===== config.mk =====
export PLATFORM = sky130hd
export DESIGN_NAME = cs_round_robin_sched
export DESIGN_NICKNAME = d
export VERILOG_FILES = /design/src/rtl/sched_pkg.sv /design/src/rtl/idx_onehot_3to8.sv /design/src/rtl/cs_round_robin_sched.sv
export SDC_FILE = /design/constraint.sdc
export NUM_CORES = 1
export LEC_CHECK = 0
export ABC_AREA = 1
export CAP_MARGIN = 30
export CORE_MARGIN = 2
export CORE_UTILIZATION = 40
export DETAILED_ROUTE_END_ITERATION = 6
export GPL_ROUTABILITY_DRIVEN = 0
export PLACE_DENSITY = 0.7
export REMOVE_ABC_BUFFERS = 1
export SYNTH_ARGS = -nofsm -noshare
export SYNTH_HDL_FRONTEND = slang
export SYNTH_SLANG_ARGS = --single-unit

===== constraint.sdc =====
create_clock -name clk -period 2 [get_ports clk]
set_input_delay 0.2 -clock clk [delete_from_list [all_inputs] [get_ports clk]]
set_output_delay 0.2 -clock clk [all_outputs]
set_load 0.005 [all_outputs]

===== src/rtl/sched_pkg.sv =====
// Shared types and helpers for the round-robin select-decoder scheduler.
package sched_pkg;

    localparam int N_REQ = 8;
    localparam int IDX_W = 3;

    typedef enum logic [1:0] {
        IDLE  = 2'd0,
        GRANT = 2'd1,
        GAP   = 2'd2
    } state_t;

    // First set request at or above ptr, wrapping; scanned high-to-low so the nearest wins.
    function automatic logic [IDX_W-1:0] rr_pick(input logic [N_REQ-1:0] req,
                                                 input logic [IDX_W-1:0] ptr);
        logic [IDX_W-1:0] cand;
        logic [IDX_W-1:0] pick;
        pick = ptr;
        for (int i = N_REQ - 1; i >= 0; i--) begin
            cand = ptr + IDX_W'(i);
            if (req[cand]) pick = cand;
        end
        return pick;
    endfunction

endpackage


===== src/rtl/idx_onehot_3to8.sv =====
// Combinational index+enable to one-hot expander; zero latency, no flow control.
module idx_onehot_3to8
    import sched_pkg::*;
(
    input  logic [IDX_W-1:0] idx,
    input  logic             en,
    output logic [N_REQ-1:0] onehot
);

    always_comb begin
        onehot = '0;
        if (en) onehot[idx] = 1'b1;
    end

endmodule


===== src/rtl/cs_round_robin_sched.sv =====
// Round-robin owner of a shared 3-to-8 select decoder with bounded hold and dead gap.
// Grant one cycle after req is seen in IDLE; release one cycle after done/abandon/timeout.
module cs_round_robin_sched
    import sched_pkg::*;
#(
    parameter int HOLD_MAX   = 16,
    parameter int GAP_CYCLES = 1
) (
    input  logic             clk,
    input  logic             rst_n,
    input  logic [N_REQ-1:0] req,
    input  logic             done,
    output logic [IDX_W-1:0] sel_idx,
    output logic             sel_en,
    output logic [N_REQ-1:0] grant,
    output logic             busy,
    output logic             timeout
);

    localparam int HOLD_W = ($clog2(HOLD_MAX + 1) < 1) ? 1 : $clog2(HOLD_MAX + 1);
    localparam logic [HOLD_W-1:0] HOLD_LAST = HOLD_W'((HOLD_MAX == 0) ? 0 : HOLD_MAX - 1);
    localparam logic [2:0]        GAP_LAST  = 3'((GAP_CYCLES == 0) ? 0 : GAP_CYCLES - 1);

    state_t            state, state_nxt;
    logic [IDX_W-1:0]  ptr, ptr_nxt;
    logic [HOLD_W-1:0] hold_cnt, hold_nxt;
    logic [2:0]        gap_cnt, gap_nxt;
    logic [IDX_W-1:0]  idx_nxt;
    logic              en_nxt;
    logic [N_REQ-1:0]  grant_nxt;
    logic              busy_nxt;
    logic              timeout_nxt;
    logic              rel_done, rel_abandon, rel_hold;

    always_ff @(posedge clk or negedge rst_n) begin
        if (!rst_n) begin
            state    <= IDLE;
            ptr      <= '0;
            hold_cnt <= '0;
            gap_cnt  <= '0;
            sel_idx  <= '0;
            sel_en   <= 1'b0;
            grant    <= '0;
            busy     <= 1'b0;
            timeout  <= 1'b0;
        end else begin
            state    <= state_nxt;
            ptr      <= ptr_nxt;
            hold_cnt <= hold_nxt;
            gap_cnt  <= gap_nxt;
            sel_idx  <= idx_nxt;
            sel_en   <= en_nxt;
            grant    <= grant_nxt;
            busy     <= busy_nxt;
            timeout  <= timeout_nxt;
        end
    end

    always_comb begin
        state_nxt   = state;
        ptr_nxt     = ptr;
        hold_nxt    = hold_cnt;
        gap_nxt     = gap_cnt;
        idx_nxt     = sel_idx;
        en_nxt      = sel_en;
        timeout_nxt = 1'b0;
        rel_done    = 1'b0;
        rel_abandon = 1'b0;
        rel_hold    = 1'b0;

        case (state)
            IDLE: begin
                if (|req) begin
                    idx_nxt   = rr_pick(req, ptr);
                    en_nxt    = 1'b1;
                    hold_nxt  = '0;
                    state_nxt = GRANT;
                end
            end
            GRANT: begin
                rel_done    = done;
                rel_abandon = !req[sel_idx];
                rel_hold    = (HOLD_MAX != 0) && (hold_cnt == HOLD_LAST);
                if (rel_done || rel_abandon || rel_hold) begin
                    ptr_nxt     = sel_idx + 1'b1;
                    en_nxt      = 1'b0;
                    gap_nxt     = '0;
                    // Only a pure hold expiry is a revocation; an owner release wins ties.
                    timeout_nxt = !rel_done && !rel_abandon;
                    state_nxt   = (GAP_CYCLES == 0) ? IDLE : GAP;
                end else begin
                    hold_nxt = hold_cnt + 1'b1;
                end
            end
            GAP: begin
                if (gap_cnt == GAP_LAST) state_nxt = IDLE;
                else                     gap_nxt   = gap_cnt + 1'b1;
            end
            default: state_nxt = IDLE;
        endcase

        busy_nxt = (state_nxt != IDLE);
    end

    idx_onehot_3to8 u_onehot (
        .idx    (idx_nxt),
        .en     (en_nxt),
        .onehot (grant_nxt)
    );

endmodule


Word level (Yosys, flattened, before mapping) --
Index checks and enable logic that the tools add are counted.
Operators by class: reduce and logical (&&, ||, !) cells 15, order comparisons 11, mux-type cells 46, bitwise operators 0, eq/ne operators 7, shifts and indexed selects 0, $mul 0, div/mod/pow operators 0, add/subtract/negate cells 10
Operator list (count):
- $lt A3 B4 Y1 const B | 10
- $mux W3 | 12
- $bmux W1 S3 | 9
- $mux W1 | 14
- $add A3 B3 Y3 const B | 4
- $mux W5 | 2
- $pmux W5 S2 | 1
- $add A3 B1 Y3 const B | 3
- $mux W8 | 1
- $ne A2 B2 Y1 const B | 4
- $reduce_or A8 Y1 | 1
- $add A3 B2 Y3 const B | 2
- $mux W2 | 3
- $pmux W2 S3 | 1
- $pmux W3 S2 | 1
- $reduce_and A3 Y1 | 2
- $reduce_bool A2 Y1 | 3
- $add A5 B1 Y5 const B | 1
- $eq A5 B4 Y1 const B | 1
- $demux W1 S3 | 1
- $ge A3 B1 Y1 const B | 1
- $logic_not A3 Y1 | 1
- $eq A2 B1 Y1 const B | 1
- $eq A2 B2 Y1 const B | 1
- 6 further kinds | 9
Storage, ports and cells: bits in read-only memories 0, memory bits (writable) 0, register bits 27, bits of input ports 11, memories kept 0, logic and storage cells 98, output and inout bits 14, latch bits 0

Logic depth before layout (Yosys ltp) --
Gate-level depths: netlist (run 1).
depth after elaboration 18, gate-level depth with buffers 21, mapped depth without buffers 20

By module --
From an unflattened synthesis (run 1), not the netlist that was laid out.
Unflattened totals: cells, all modules 256, area total of the unflattened synthesis 1784.2 um^2
Modules (own cells, without submodules):
- cs_round_robin_sched | times used 1, seq. area each 675.6 um^2, cells each 239, area an instance 1720.4 um^2
- idx_onehot_3to8 | times used 1, seq. area each 0.0 um^2, cells each 17, area an instance 63.8 um^2

Least setup slack after synthesis (run 1) --
No wires, ideal clock.
path kind reg2reg, start register ptr[0], end register grant[0], cell stages (with the launch flop) 19, period minus slack after synthesis 2.036 ns, required time 1.928 ns, setup slack -0.036 ns, data arrival time 1.964 ns, path buffers 1, setup time 0.072 ns, cells stage by stage dfrtp_1 -> inv_2 -> buf_6 -> ha_1 -> inv_2 -> nand3_1 -> nand3_2 -> nand2_1 -> inv_1 -> nor2_1 -> o21bai_1 -> nand2_1 -> nand2_1 -> nand2_2 -> nand2_2 -> nand2_1 -> nand3_2 -> nand3_2 -> nor2_1
Between the ends: word-level cells in the longest chain between the ends 18, elaborated cells on any way between the ends 39, classes of those cells add/sub: 7; order compare: 2; mux: 29; reduce/logical: 1
RTL lines:
- start: declaration | RTL line cs_round_robin_sched.sv:25 | logic [IDX_W-1:0] ptr, ptr_nxt;
- start signal: assignment | RTL line cs_round_robin_sched.sv:48 | ptr <= ptr_nxt;
- $add A3 B3 Y3 | RTL line sched_pkg.sv:20 | cand = ptr + IDX_W'(i);
- $bmux W1 S3 | RTL line sched_pkg.sv:21 | if (req[cand]) pick = cand;
- $mux W1 (implied by the code) | RTL line sched_pkg.sv:21
- $mux W3 (7 in series) | RTL line sched_pkg.sv:21
- $mux W3 (*) | RTL line sched_pkg.sv:21
- $mux W3 (*) | RTL line cs_round_robin_sched.sv:73 | if (|req) begin
- $mux W3 (*) | RTL line cs_round_robin_sched.sv:71 | case (state)
- $lt A3 B4 Y1 (implied by the code) / $ge A3 B1 Y1 (equally long branches) | RTL line idx_onehot_3to8.sv:12 | if (en) onehot[idx] = 1'b1;
- $logic_and A1 B1 Y1 (implied by the code) | RTL line idx_onehot_3to8.sv:12
- $mux W1 (implied by the code) | RTL line idx_onehot_3to8.sv:12
- $demux W1 S3 (*)
- $mux W8 (*) | RTL line idx_onehot_3to8.sv:12
- via grant_nxt[0] | RTL line cs_round_robin_sched.sv:30 | logic [N_REQ-1:0] grant_nxt;
- end signal: assignment | RTL line cs_round_robin_sched.sv:53 | grant <= grant_nxt;
- end: declaration | RTL line cs_round_robin_sched.sv:15 | output logic [N_REQ-1:0] grant,
The timed path passes the listed nets; every way through them passes the cells marked *. The select of a mux whose other input is x is not followed. A chain may end at the register's enable or synchronous reset.

Worst setup path in the final report (run 1) --
Same ends and word-level chain as after synthesis.

==> results of run 1 <==
timing repair:
action | CTS | global route
setup endpoints to repair | 10 | 18
setup buffers | 1 | 1
pin swaps | 16 | 13
hold buffers | 0 | 0
gates resized for setup | 22 | 27
area by class of cell:
class | instances | share of cell area, %
multi-input combinational | 195 | 46.8
sequential | 27 | 26.1
timing repair buffer | 51 | 17.6
inverter | 34 | 5.21
tap | 52 | 2.51
clock buffer | 4 | 1.74
metrics by stage:
step,worst slack [ns],std cells,hold slack [ns]
floorplan,-0.163,256,-0.0956
global placement,-0.0818,357,0.495
detailed placement,-0.126,357,0.500
CTS,-0.0212,362,0.304
global route,-0.217,363,0.346
finish,-0.0693,363,0.304
registers in the layout, indices dropped and copies added (netlist names):
name and cells:
hold_cnt 5, state 2, busy 1, sel_idx 3
gap_cnt 3, ptr 3, timeout 1, sel_en 1
grant 8
worst max-delay path, stage by stage (launching register included):
cell	delay [ns]
sky130_fd_sc_hd__dfrtp_1	0.42
sky130_fd_sc_hd__inv_2	0.11
sky130_fd_sc_hd__ha_4	0.25
sky130_fd_sc_hd__inv_6	0.10
sky130_fd_sc_hd__nand3_1	0.11
sky130_fd_sc_hd__nand3_2	0.11
sky130_fd_sc_hd__nand2_2	0.07
sky130_fd_sc_hd__o21bai_1	0.15
sky130_fd_sc_hd__nand2_1	0.07
sky130_fd_sc_hd__nand2_1	0.08
sky130_fd_sc_hd__nand2_2	0.08
sky130_fd_sc_hd__nand2_2	0.08
sky130_fd_sc_hd__nand2_2	0.06
sky130_fd_sc_hd__nand3_4	0.09
sky130_fd_sc_hd__nand3_4	0.10
sky130_fd_sc_hd__nor2_2	0.12
cells in the final DEF, fill, tap and decap left out, types with 7 or more instances in the layout:
cell type	count
sky130_fd_sc_hd__o21ai_0	9
sky130_fd_sc_hd__nor2_2	7
sky130_fd_sc_hd__nor2_1	16
sky130_fd_sc_hd__buf_4	23
sky130_fd_sc_hd__nand2_1	66
sky130_fd_sc_hd__nand3_4	8
sky130_fd_sc_hd__dfrtp_1	25
sky130_fd_sc_hd__nand2_2	15
sky130_fd_sc_hd__a21oi_1	9
sky130_fd_sc_hd__nand3_2	14
sky130_fd_sc_hd__clkdlybuf4s50_1	24
sky130_fd_sc_hd__inv_1	27
sky130_fd_sc_hd__nand3_1	23
per-layer routing:
metal	vias up	wire length, um	track usage (%)
met3	10	134	2.64
met1	880	2150	24.8
met4	0	99	7.34
li1	948	-	-
met5	-	0	0
met2	37	2600	33.1
logic make-up (layout without fill, tap and decap cells):
| kind of cell | count (synthesis) | in the layout | synth area share [%] |
|---|---|---|---|
| and+or+nand+nor | 157 | 157 | 39.4 |
| DFF | 27 | 27 | 36.3 |
| xor gates and xnor gates | 3 | 3 | 1.81 |
| AOI/OAI and AO/OA | 28 | 28 | 8.66 |
| buffers and inverters | 38 | 89 | 9.20 |
| adders and majority gates | 7 | 7 | 4.70 |
worst paths after layout:
kind | from | to | slack (ns) | cells after the start
min in group clk | hold_cnt[1] | hold_cnt[1] | 0.51 | 2
min | rst_n | ptr[0] | 0.30 | 2
min reg2reg | hold_cnt[1] | hold_cnt[1] | 0.51 | 2
max in group asynchronous | rst_n | sel_idx[0] | 1.42 | 2
max | ptr[0] | grant[0] | -0.07 | 15
max reg2reg | ptr[0] | grant[0] | -0.07 | 15
==> run summary, run 1 <==
The logs give 0 for the max-capacitance violation count and 25 for the number of primary I/O pins. During placement, the flow inserted port buffers numbering 24. The total of fill cells in the finished design came out at 382. Cell chosen for the clock root: sky130_fd_sc_hd__clkbuf_8.

For the final routed wirelength across all metal layers, the log shows 4980 um. The final reports fail on negative setup slack. TritonCTS built the clock tree. Detailed placement HPWL: 3670 um.

The worst path uses 103% of the clock period. The flow ran to the end, but the final reports show violations. Data on the critical path arrives at its endpoint at 2.27 ns.

The share of final-layout standard cells stronger than drive strength 1 is 28.6%, and the post-detailed-route wirelength per cell is 13.7 um. The fraction of the core area covered by cells at the end of the flow is 58.8%, and the sequential standard cell area is 678 um2. The sum of overflow across all layers after global routing came out at 0.

The floorplan has 24 rows. After routing the design area is 2590 um2. The multi-input combinational cells in the finished layout cover a total of 1210 um2. 0 antenna diodes ended up in the layout. The worst clock skew is 0.00901 ns. The cell type with the highest aggregate area in the netlist is sky130_fd_sc_hd__dfrtp_1. The core region is 4410 um2.

The clock reaches the later pin of the worst-skew pair after 0.27 ns. For the pin with the worst max-slew slack, the measured transition is 0.360 ns. Startpoint type of the worst setup path: a register.

Along the worst path, the maximum fanout reaches 6. The synthesized netlist contains 28 unique library cells. The number of buffers on the longest clock path was 2. The relative area change from synthesis to final layout is 39.3%.

Before antenna repair, the detailed router went through 4 iterations. Sorting the synthesized cells by how often they occur yields sky130_fd_sc_hd__nand2_1, sky130_fd_sc_hd__nand3_1, sky130_fd_sc_hd__inv_1. The initial core utilization came out at 42.2%. The run gives 2.20 ns as the required arrival time at the worst endpoint.

Dividing the detail-routed via count by the number of cells gives 5.17. Summing the sequential cell areas from Yosys gives 36.3% of the chip area. The critical path in this run is classified as register to register. The pin count of the biggest net entering global routing came out at 28. The number of clock buffers added by TritonCTS is 3. For the final routed DRC violation total, the log shows 0. For the final setup violation count, the log shows 9. The die covers 5220 um2. Setup repair after global routing could not meet its margin everywhere. In this run the remaining antenna-violating nets after routing total 0. The area of the mapped netlist was 1860 um2. The number of global-route vias before repair is 1830, and the number of pins exceeding their max-slew limit in the final report is 0. The first routing iteration left 78 violations.

The horizontal die dimension was 72.2 um. The net count of the finished layout is 330. The final critical path time including I/O delays and setup came out at 2.07 ns. In the synthesized netlist the dominant register cell turns out to be sky130_fd_sc_hd__dfrtp_1. Static timing analysis puts the maximum clock frequency at 483 MHz. For the wire length of the first global-routing pass, the log shows 8060 um.

The worst setup path is captured at a register. The count of yosys warnings during synthesis came out at 0. Yosys attributes the largest share of cell area to sky130_fd_sc_hd__dfrtp_1, sky130_fd_sc_hd__nand2_1, sky130_fd_sc_hd__nand3_1, sky130_fd_sc_hd__inv_1, sky130_fd_sc_hd__nand3_2.

In this run, synthesis inferred 0 flip-flops with an integrated enable. Each instance of the synthesized netlist takes up on average 7.17 um2. The most instantiated library cell after synthesis was sky130_fd_sc_hd__nand2_1. The share of synthesized area in the top cell type comes to 36.3%. Counting flops and latches in the post-synthesis netlist gives 27. The final worst setup slack is -0.0693 ns, and the share of flip-flops with an asynchronous set or reset after synthesis is 100%. In this run the tightest slew margin relative to its limit is 76.0%. The vertical extent of the die is 72.2 um, and the standard cell area after detailed placement is 2310 um2. The tools report the initial antenna violation count as 0. The path class of the tightest hold or removal check is input pin to asynchronous set/reset pin. In the final timing run, aggregate negative setup slack is -0.474 ns. Global routing used 19.4% of the available tracks.

The final route contains 1875 vias. The final hold violation count is 0, and the clock-pin transition on the worst setup and hold timing paths is 0.09 ns. The run gives 27 as the count of clock tree sinks. Total number of H-tree levels: 1.

Counting every instance in the synthesized netlist gives 260.
Power of run 1 is not shown: default switching activity piles up to over one toggle a cycle in this logic, so the estimate is an artifact.
==> run 2: changes to the inputs <==
Settings changed: CTS_CLUSTER_SIZE set to 25, PLACE_DENSITY 0.7 to 0.67.
Clock period 2 ns to 2.2 ns, I/O delays scaled along.
==> run 2 against run 1 <==
The flow now finishes without violations. Non-clock buffer count decreased by 14. Final area decreased by 9.7%. Global-route usage decreased by 1.6 points. Clock-buffer cell count decreased by 1. First-iteration DRC count increased by 5.1%. Critical endpoint is now grant[6].
==> run summary, run 2 (synthesis results as in run 1) <==
Classification of the worst setup path: register to register. Measured along the x axis, the die boundary spans 72.2 um. At the later pin of the worst-skew pair, clock insertion delay measures 0.27 ns. The logs give 0 for the final hold violation count and 2.13 mW for the net load switching power.

The total global routing track utilization is 17.8%, and the vertical extent of the die is 72.2 um. The cell chosen for the clock root is sky130_fd_sc_hd__clkbuf_8. The tools report the initial antenna violation count as 0.

The total overflow left after global routing is 0. For the CTS buffer count, the log shows 3. Cell internal power was estimated by the tool at 1.97 mW.

The maximum clock rate was 494 MHz; the slew at the pin closest to its max-slew limit was 0.355 ns. Most frequent standard cell in the layout excluding fill and tap cells: sky130_fd_sc_hd__nand2_1. For this run, the number of standard cells in the final layout without fillers is 349. The port buffer count works out to 24. Die outline area: 5220 um2.

Registers are responsible for 19.5% of the overall power. The largest single stage delay on the critical path is 0.42 ns. The core region is 4410 um2. The type of destination of the critical path was a register.

The number of global-route vias before repair came out at 1643. Overall power consumption after layout is estimated at 4.10 mW. The slowest stage of the critical path belongs to the cell sky130_fd_sc_hd__dfrtp_1. The clock net in this run drives a total of 27 sinks. The number of cells on the worst reg-to-reg path is 17.

The worst setup path is launched from a register. For the final setup violation count, the log shows 0. The worst voltage drop across the vdd grid is 0.711 mV. Along the worst path, the maximum fanout reaches 11. The DRC violation total after the first TritonRoute iteration came out at 82. More flip-flops sit in one register than any other, and that register is grant. Once the floorplan was initialized, standard cells occupied 42.2% of the core.

Flip-flop count of the largest register after layout: 8. The tools report the fraction of the core area covered by cells at the end of the flow as 53.1%. In this run the worst setup path begins at ptr[0]. Headroom to the max-slew limit came out at 76.4%. For the total number of H-tree levels, the log shows 1.

Of the total power, the share spent switching nets is 52.0%. The source of the worst register-to-register timing path was ptr[0]. The count of antenna diodes in the layout is 0. The share of power burned in the clock network was 7.1%; the share of final-layout standard cells stronger than drive strength 1 was 18.9%. Max-cap violations in this run came to 0.

Including well taps, the total number of placed cells is 339. After legalization and detailed placement, the total HPWL measured 3510 um. The initialized floorplan defines 24 standard-cell rows. Counting along the longest clock path gives a buffer depth of 2. The final layout contains routed wiring with a total length of 4610 um. Clock-pin slew was measured on the worst setup and hold paths at 0.10 ns.

The leakage power figure is 1.16 nW. The flow ran to the end, and the final reports show no timing, DRC or antenna violations. Compared with the post-synthesis result, the final layout area differs by 25.7%.

The count of nets after finishing was 316. For the worst setup path, the data required time is 2.41 ns. After clock tree synthesis, the flow added hold-fix buffers numbering 0. The tools report the overall via count from detail_route as 1801. The worst register-to-register path ends at grant[6]. TritonCTS built the clock tree. Summed over all failing endpoints, the final setup total negative slack is 0 ns. In the final layout, the registers with the most flip-flops are grant: 8 flops, hold_cnt: 5 flops. The worst clock skew is 0.00173 ns, and the part of the cycle the worst path needs is 92.1%.

Entering global routing, the biggest net connects 28 pins. The power per standard cell area was 1750 nW/um2; the wire length of the first global-routing pass was 7300 um. Of the total power, combinational logic draws 73.5%.

The logs give 25 for the number of primary I/O pins and 451 for the total of fill cells in the finished design. In the routed layout, each cell is associated on average with a via count of 5.16. The number of pins exceeding their max-slew limit in the final report is 0. After layout, the minimum clock period comes to 2.03 ns. For this run, design rule violations remaining after detail routing come to 0. After detailed routing, the average wire length per cell comes to 13.2 um. The critical path goes through buf_6 > ha_4 > xor2_2 > inv_1 > nand3_2 > nand2_2 > a21oi_2 > nand2_1 > nand2_1 > nand2_1 > nand2_1 > nand2_1 > nand2_2 > nand2_1 > nand2_2 > nand2_1 > nor2_1.

The top cell types in the final layout, fill and taps aside, are sky130_fd_sc_hd__nand2_1, sky130_fd_sc_hd__nand3_1, sky130_fd_sc_hd__inv_1, sky130_fd_sc_hd__dfrtp_1, sky130_fd_sc_hd__clkdlybuf4s50_1. The internal reg-to-reg setup slack is 0.17 ns. The cell that appears most often on the critical path is sky130_fd_sc_hd__nand2_1. The logs give 0 for the post-route antenna net violation count and 6 for the count of TritonRoute iterations in the first routing pass. The worst min-delay path category is input pin to asynchronous set/reset pin. Setup repair after global routing left no endpoint under its margin. The data arrival time at the worst-slack endpoint was 2.23 ns.
==> run 2: cell types whose count changed in the layout (fill, tap and decap cells not counted), moves of 2 or more <==
cell,previous run,this run
sky130_fd_sc_hd__nand3_4,8,0
sky130_fd_sc_hd__buf_4,23,11
sky130_fd_sc_hd__nand3_1,23,31
sky130_fd_sc_hd__nor2_1,16,20
sky130_fd_sc_hd__nand2_1,66,71
sky130_fd_sc_hd__inv_1,27,29
sky130_fd_sc_hd__buf_6,4,2
sky130_fd_sc_hd__nor2_2,7,3
sky130_fd_sc_hd__nand2_2,15,10
sky130_fd_sc_hd__inv_2,5,3
==> run 2: power groups by stage <==
stage / Clock, mW / Sequential (mW) / Combinational (mW)
global route: 0.314 / 0.820 / 3.39
global placement: 0 / 0.801 / 2.74
CTS: 0.297 / 0.790 / 2.77
finish: 0.289 / 0.799 / 3.01
floorplan: 0 / 0.813 / 1.97
detailed placement: 0 / 0.798 / 2.75
==> run 2: how the worst max path moves through the flow <==
| stage | slack (ns) | to | depth (start not counted) |
|---|---|---|---|
| after floorplan | 0.04 | grant[1] | 17 |
| after global placement | 0.07 | grant[4] | 19 |
| after detailed placement | 0.02 | grant[6] | 19 |
| after CTS | 0.04 | grant[6] | 19 |
| after global routing | 0.001 | grant[4] | 19 |
| final | 0.17 | grant[6] | 17 |
==> run 2: what timing repair did <==
| item | 4_1_cts | 5_1_grt |
|---|---|---|
| setup buffers | 0 | 6 |
| hold endpoints to repair | 0 | 0 |
| endpoints found under the setup margin | 1 | 9 |
| pin swaps | 0 | 6 |
| resized for setup | 1 | 15 |
==> run 2: final cells by class <==
class	instances	area [um2]	area share, %
repair buffers	37	345	14.7
clock inverters	1	7.51	0.321
well taps	52	65.1	2.78
multi-input cells	195	1070	45.8
clock buffers	3	41.3	1.76
inverters	34	133	5.66
flip-flops and latches	27	677	28.9
==> run 2: metrics by stage <==
step	hold WS [ns]	area, um2	setup slack, ns
after floorplan	-0.0756	1820	0.0372
after CTS	0.319	2230	0.0430
after detailed placement	0.495	2180	0.0188
after global placement	0.487	2180	0.0660
after global routing	0.343	2340	0.00114
final	0.306	2340	0.174
==> run 2: routing by layer <==
metal	wire (um)	share of wire, %	global-route usage, %	vias up
met1	2100	46	22.6	819
met5	0	0	0	-
li1	-	-	-	919
met3	196	4.3	1.81	7
met4	55	1.2	6.50	0
met2	2260	49	31.3	56
==> run 2: critical path, delay by kind of cell, from the launching register on <==
family,cells,cell delay (ns)
simple gates,12,0.83
flops,1,0.42
buf+inv,2,0.26
xor+xnor,1,0.18
fa+ha+maj,1,0.16
compound gates,1,0.09
(Power assumes the default switching activity.)
==> run 3: changes to the inputs <==
Settings changed: SYNTH_HIERARCHICAL set to 1.
==> run 3 against run 2 <==
Critical path depth stayed put. Register-to-register slack lost 0.07 ns. Sequential power down 0.9%.
==> run summary, run 3 <==
The first global-routing pass estimated 7340 um of wire. The pin count of the biggest net entering global routing is 28, and the count of clock tree sinks is 27. The flip-flop count of the largest register after layout works out to 8.

The met3 usage is 1.28%, and the synthesized instance count is 256. The relative area change from synthesis to final layout came out at 41.9%. The register with the most flip-flops is grant. Post-detailed-route wirelength per cell: 13.0 um. 25 I/O pins were placed.

TritonCTS built the clock tree. At the end of the flow, the number of nets in the layout was 330. The met1 usage in global routing was 22.1%. The most frequent standard cell in the layout excluding fill and tap cells was sky130_fd_sc_hd__nand2_1. The floorplan step defined a core boundary enclosing 4320 um2. After clock tree synthesis, the clock-pin slew on the worst setup and hold paths is 0.09 ns. The initial core utilization came out at 41.3%. Cell type with the highest aggregate area in the netlist: sky130_fd_sc_hd__dfrtp_1. Counting flops with a built-in enable in the synthesized netlist gives 0. Across all setup checks in the final design, the least slack found is 0.105 ns. The port buffer count came out at 24. In this run the mean area of a mapped cell was 6.97 um2.

The path class of the tightest hold or removal check is input pin to asynchronous set/reset pin. For the final hold violation count, the log shows 0. The slew at the pin closest to its max-slew limit works out to 0.550 ns.

In the layout the commonest cells are sky130_fd_sc_hd__nand2_1, sky130_fd_sc_hd__buf_4, sky130_fd_sc_hd__nand3_1, sky130_fd_sc_hd__dfrtp_1. The number of buffers on the longest clock path is 2. For the worst voltage drop across the vdd grid, the log shows 0.772 mV. For the detailed placement HPWL, the log shows 3420 um. For the worst setup path, the data arrival time is 2.26 ns.

Summed over all cells, the static leakage comes to 1.27 nW. The die covers 5010 um2. The largest registers in the layout are grant: 8 flops, hold_cnt: 5 flops. The type of destination of the critical path was a register. For this run, the total global-route usage over all layers was measured as 17.9%. The worst hold-check slack was 0.307 ns; the share of final-layout standard cells stronger than drive strength 1 was 26.4%.

The run finished with clean final reports. The worst clock skew is 0.00507 ns, and the sum of overflow across all layers after global routing is 0. The floorplan step set the die width to 70.8 um. The power per standard cell area is 1760 nW/um2, and the final critical path time including I/O delays and setup is 2.09 ns.

Data on the critical path is required at its endpoint by 2.37 ns. By area the synthesized netlist is led by sky130_fd_sc_hd__dfrtp_1, sky130_fd_sc_hd__nand2_1, sky130_fd_sc_hd__nand3_1, sky130_fd_sc_hd__inv_1, sky130_fd_sc_hd__ha_1. The tools report the number of pins exceeding their max-slew limit in the final report as 0. At the later pin of the worst-skew pair, clock insertion delay measures 0.27 ns. The final routed DRC violation total was 0; the CTS buffer count was 3. Total of flip-flops plus latches after synthesis: 27.

For the worst max-slew margin expressed relative to the limit, the log shows 63.2%. The synthesized netlist occupies a cell area of 1780 um2. After synthesis, the largest area contributor takes up 37.9% of total cell area.

The most used flip-flop cell after synthesis is sky130_fd_sc_hd__dfrtp_1. Setup repair after global routing could not meet its margin everywhere. The count of nets left with antenna violations once routing finished came out at 0. During synthesis, Yosys emitted a total of 6 warnings. STA classifies the critical path startpoint as a register.

The run gives 0 as the initial antenna violation count. In the synthesized netlist, the cells that appear most often are sky130_fd_sc_hd__nand2_1, sky130_fd_sc_hd__nand3_1, sky130_fd_sc_hd__inv_1. Overall via count from detail_route: 1891. The final routed wirelength across all metal layers is 4700 um, and the part of the cycle the worst path needs is 95.2%. The logs give 37.9% for the sequential area share after synthesis and 0 for the max-capacitance violation count. For the worst setup slack after placement, the log shows -0.128 ns. The final setup violation count is 0. The most common cell in the synthesized netlist is sky130_fd_sc_hd__nand2_1. The tree is rooted in a sky130_fd_sc_hd__clkbuf_8. Along the worst path, the maximum fanout reaches 7.

For this run, asynchronously set or reset flops after synthesis account for 100%. The met2 track utilization from global routing is 32.5%, and the total number of H-tree levels is 1. Distinct cell type count of the synthesized netlist: 23. The tools report the DRC violation total after the first TritonRoute iteration as 158.

The count of antenna diodes in the layout was 0; the placement row count was 24. Most heavily used metal layer in global routing: met2. The number of hold buffers added after CTS was 0. The classification of the worst setup path is register to register.

The number of global-route vias before repair is 1717, and the vertical extent of the die is 70.8 um. The first TritonRoute pass finished after 4 iterations. Timing would allow up to 477 MHz.

The detailed-route vias per instance works out to 5.21.
run 3: cell count changes after synthesis, sizes merged, moves of 2 or more:
cell	delta
o21ai	+5
nand2	-3
a21oi	+4
xnor2	+3
nand3	-5
a31oi	-2
nand3b	+3
nor3	-6
or2	+2
run 3: worst paths after layout:
kind | startpoint | to | slack (ns) | cells after the start
worst max-delay path | ptr[0] | grant[3] | 0.11 | 17
worst min-delay path | rst_n | timeout | 0.31 | 2
worst max register to register | ptr[0] | grant[3] | 0.11 | 17
worst min register to register | hold_cnt[0] | hold_cnt[0] | 0.53 | 1
max in group asynchronous | rst_n | ptr[2] | 1.62 | 2
min in group clk | hold_cnt[0] | hold_cnt[0] | 0.53 | 1
run 3: metrics by stage:
stage / power (mW) / instance area, um2 / instances / setup TNS [ns] / utilization (%)
2_1_floorplan: 2.54 / 1760 / 252 / -0.940 / -
4_1_cts: 3.88 / 2330 / 356 / 0 / 54.0
3_5_place_dp: 3.49 / 2250 / 352 / -0.893 / 52.0
5_1_grt: 4.87 / 2530 / 363 / -0.622 / 58.6
6_report: 4.45 / 2530 / 363 / 0 / 58.6
3_3_place_gp: 3.45 / 2250 / 352 / -0.598 / 52.0
run 3: what timing repair did:
action,in CTS,in global routing
setup endpoints to repair,8,8
gates resized for setup,10,39
buffers inserted,0,7
pin swaps,1,11
run 3: critical path, cell delays in order, from the launching register on:
cell and delay, ns:
sky130_fd_sc_hd__dfrtp_1 0.40, sky130_fd_sc_hd__buf_6 0.15, sky130_fd_sc_hd__buf_4 0.14, sky130_fd_sc_hd__nand2_1 0.12, sky130_fd_sc_hd__nand3_2 0.12, sky130_fd_sc_hd__nand3_2 0.10
sky130_fd_sc_hd__buf_4 0.10, sky130_fd_sc_hd__nand3_1 0.06, sky130_fd_sc_hd__nand3_1 0.07, sky130_fd_sc_hd__nand3_1 0.07, sky130_fd_sc_hd__nand2_1 0.06, sky130_fd_sc_hd__nand2_1 0.04
sky130_fd_sc_hd__nand2_1 0.05, sky130_fd_sc_hd__nand2_1 0.09, sky130_fd_sc_hd__a21oi_4 0.19, sky130_fd_sc_hd__inv_1 0.09, sky130_fd_sc_hd__nand2_1 0.09, sky130_fd_sc_hd__nor2_1 0.05
run 3: final cells by class:
| class | instances | area [um2] |
|---|---|---|
| clock buffers | 3 | 41.3 |
| flip-flops and latches | 27 | 677 |
| inverters | 33 | 126 |
| repair buffers | 55 | 480 |
| fillers | 405 | 1790 |
| clock inverters | 1 | 7.51 |
| well taps | 52 | 65.1 |
| multi-input cells | 192 | 1130 |
run 3: routing by layer:
| layer | routed length [um] | up-vias | part of all wire (%) |
|---|---|---|---|
| li1 | - | 941 | - |
| met1 | 1940 | 858 | 41 |
| met2 | 2380 | 68 | 51 |
| met3 | 218 | 24 | 4.6 |
| met4 | 163 | 0 | 3.5 |
| met5 | 0 | - | 0 |
run 3: logic make-up after synthesis:
kind of cell | count (synthesis) | synth area share (%)
XOR/XNOR | 5 | 2.45
AO/OA/AOI/OAI | 33 | 10.8
buffers and inverters | 37 | 8.20
adder cells (fa/ha/maj) | 7 | 4.91
flip-flops | 27 | 37.9
AND/OR/NAND/NOR | 147 | 35.8
run 3: report_power, final:
group,switching (mW),total (mW),internal [mW]
clock network,0.152,0.280,0.128
logic,1.94,3.37,1.44
registers,0.139,0.792,0.653
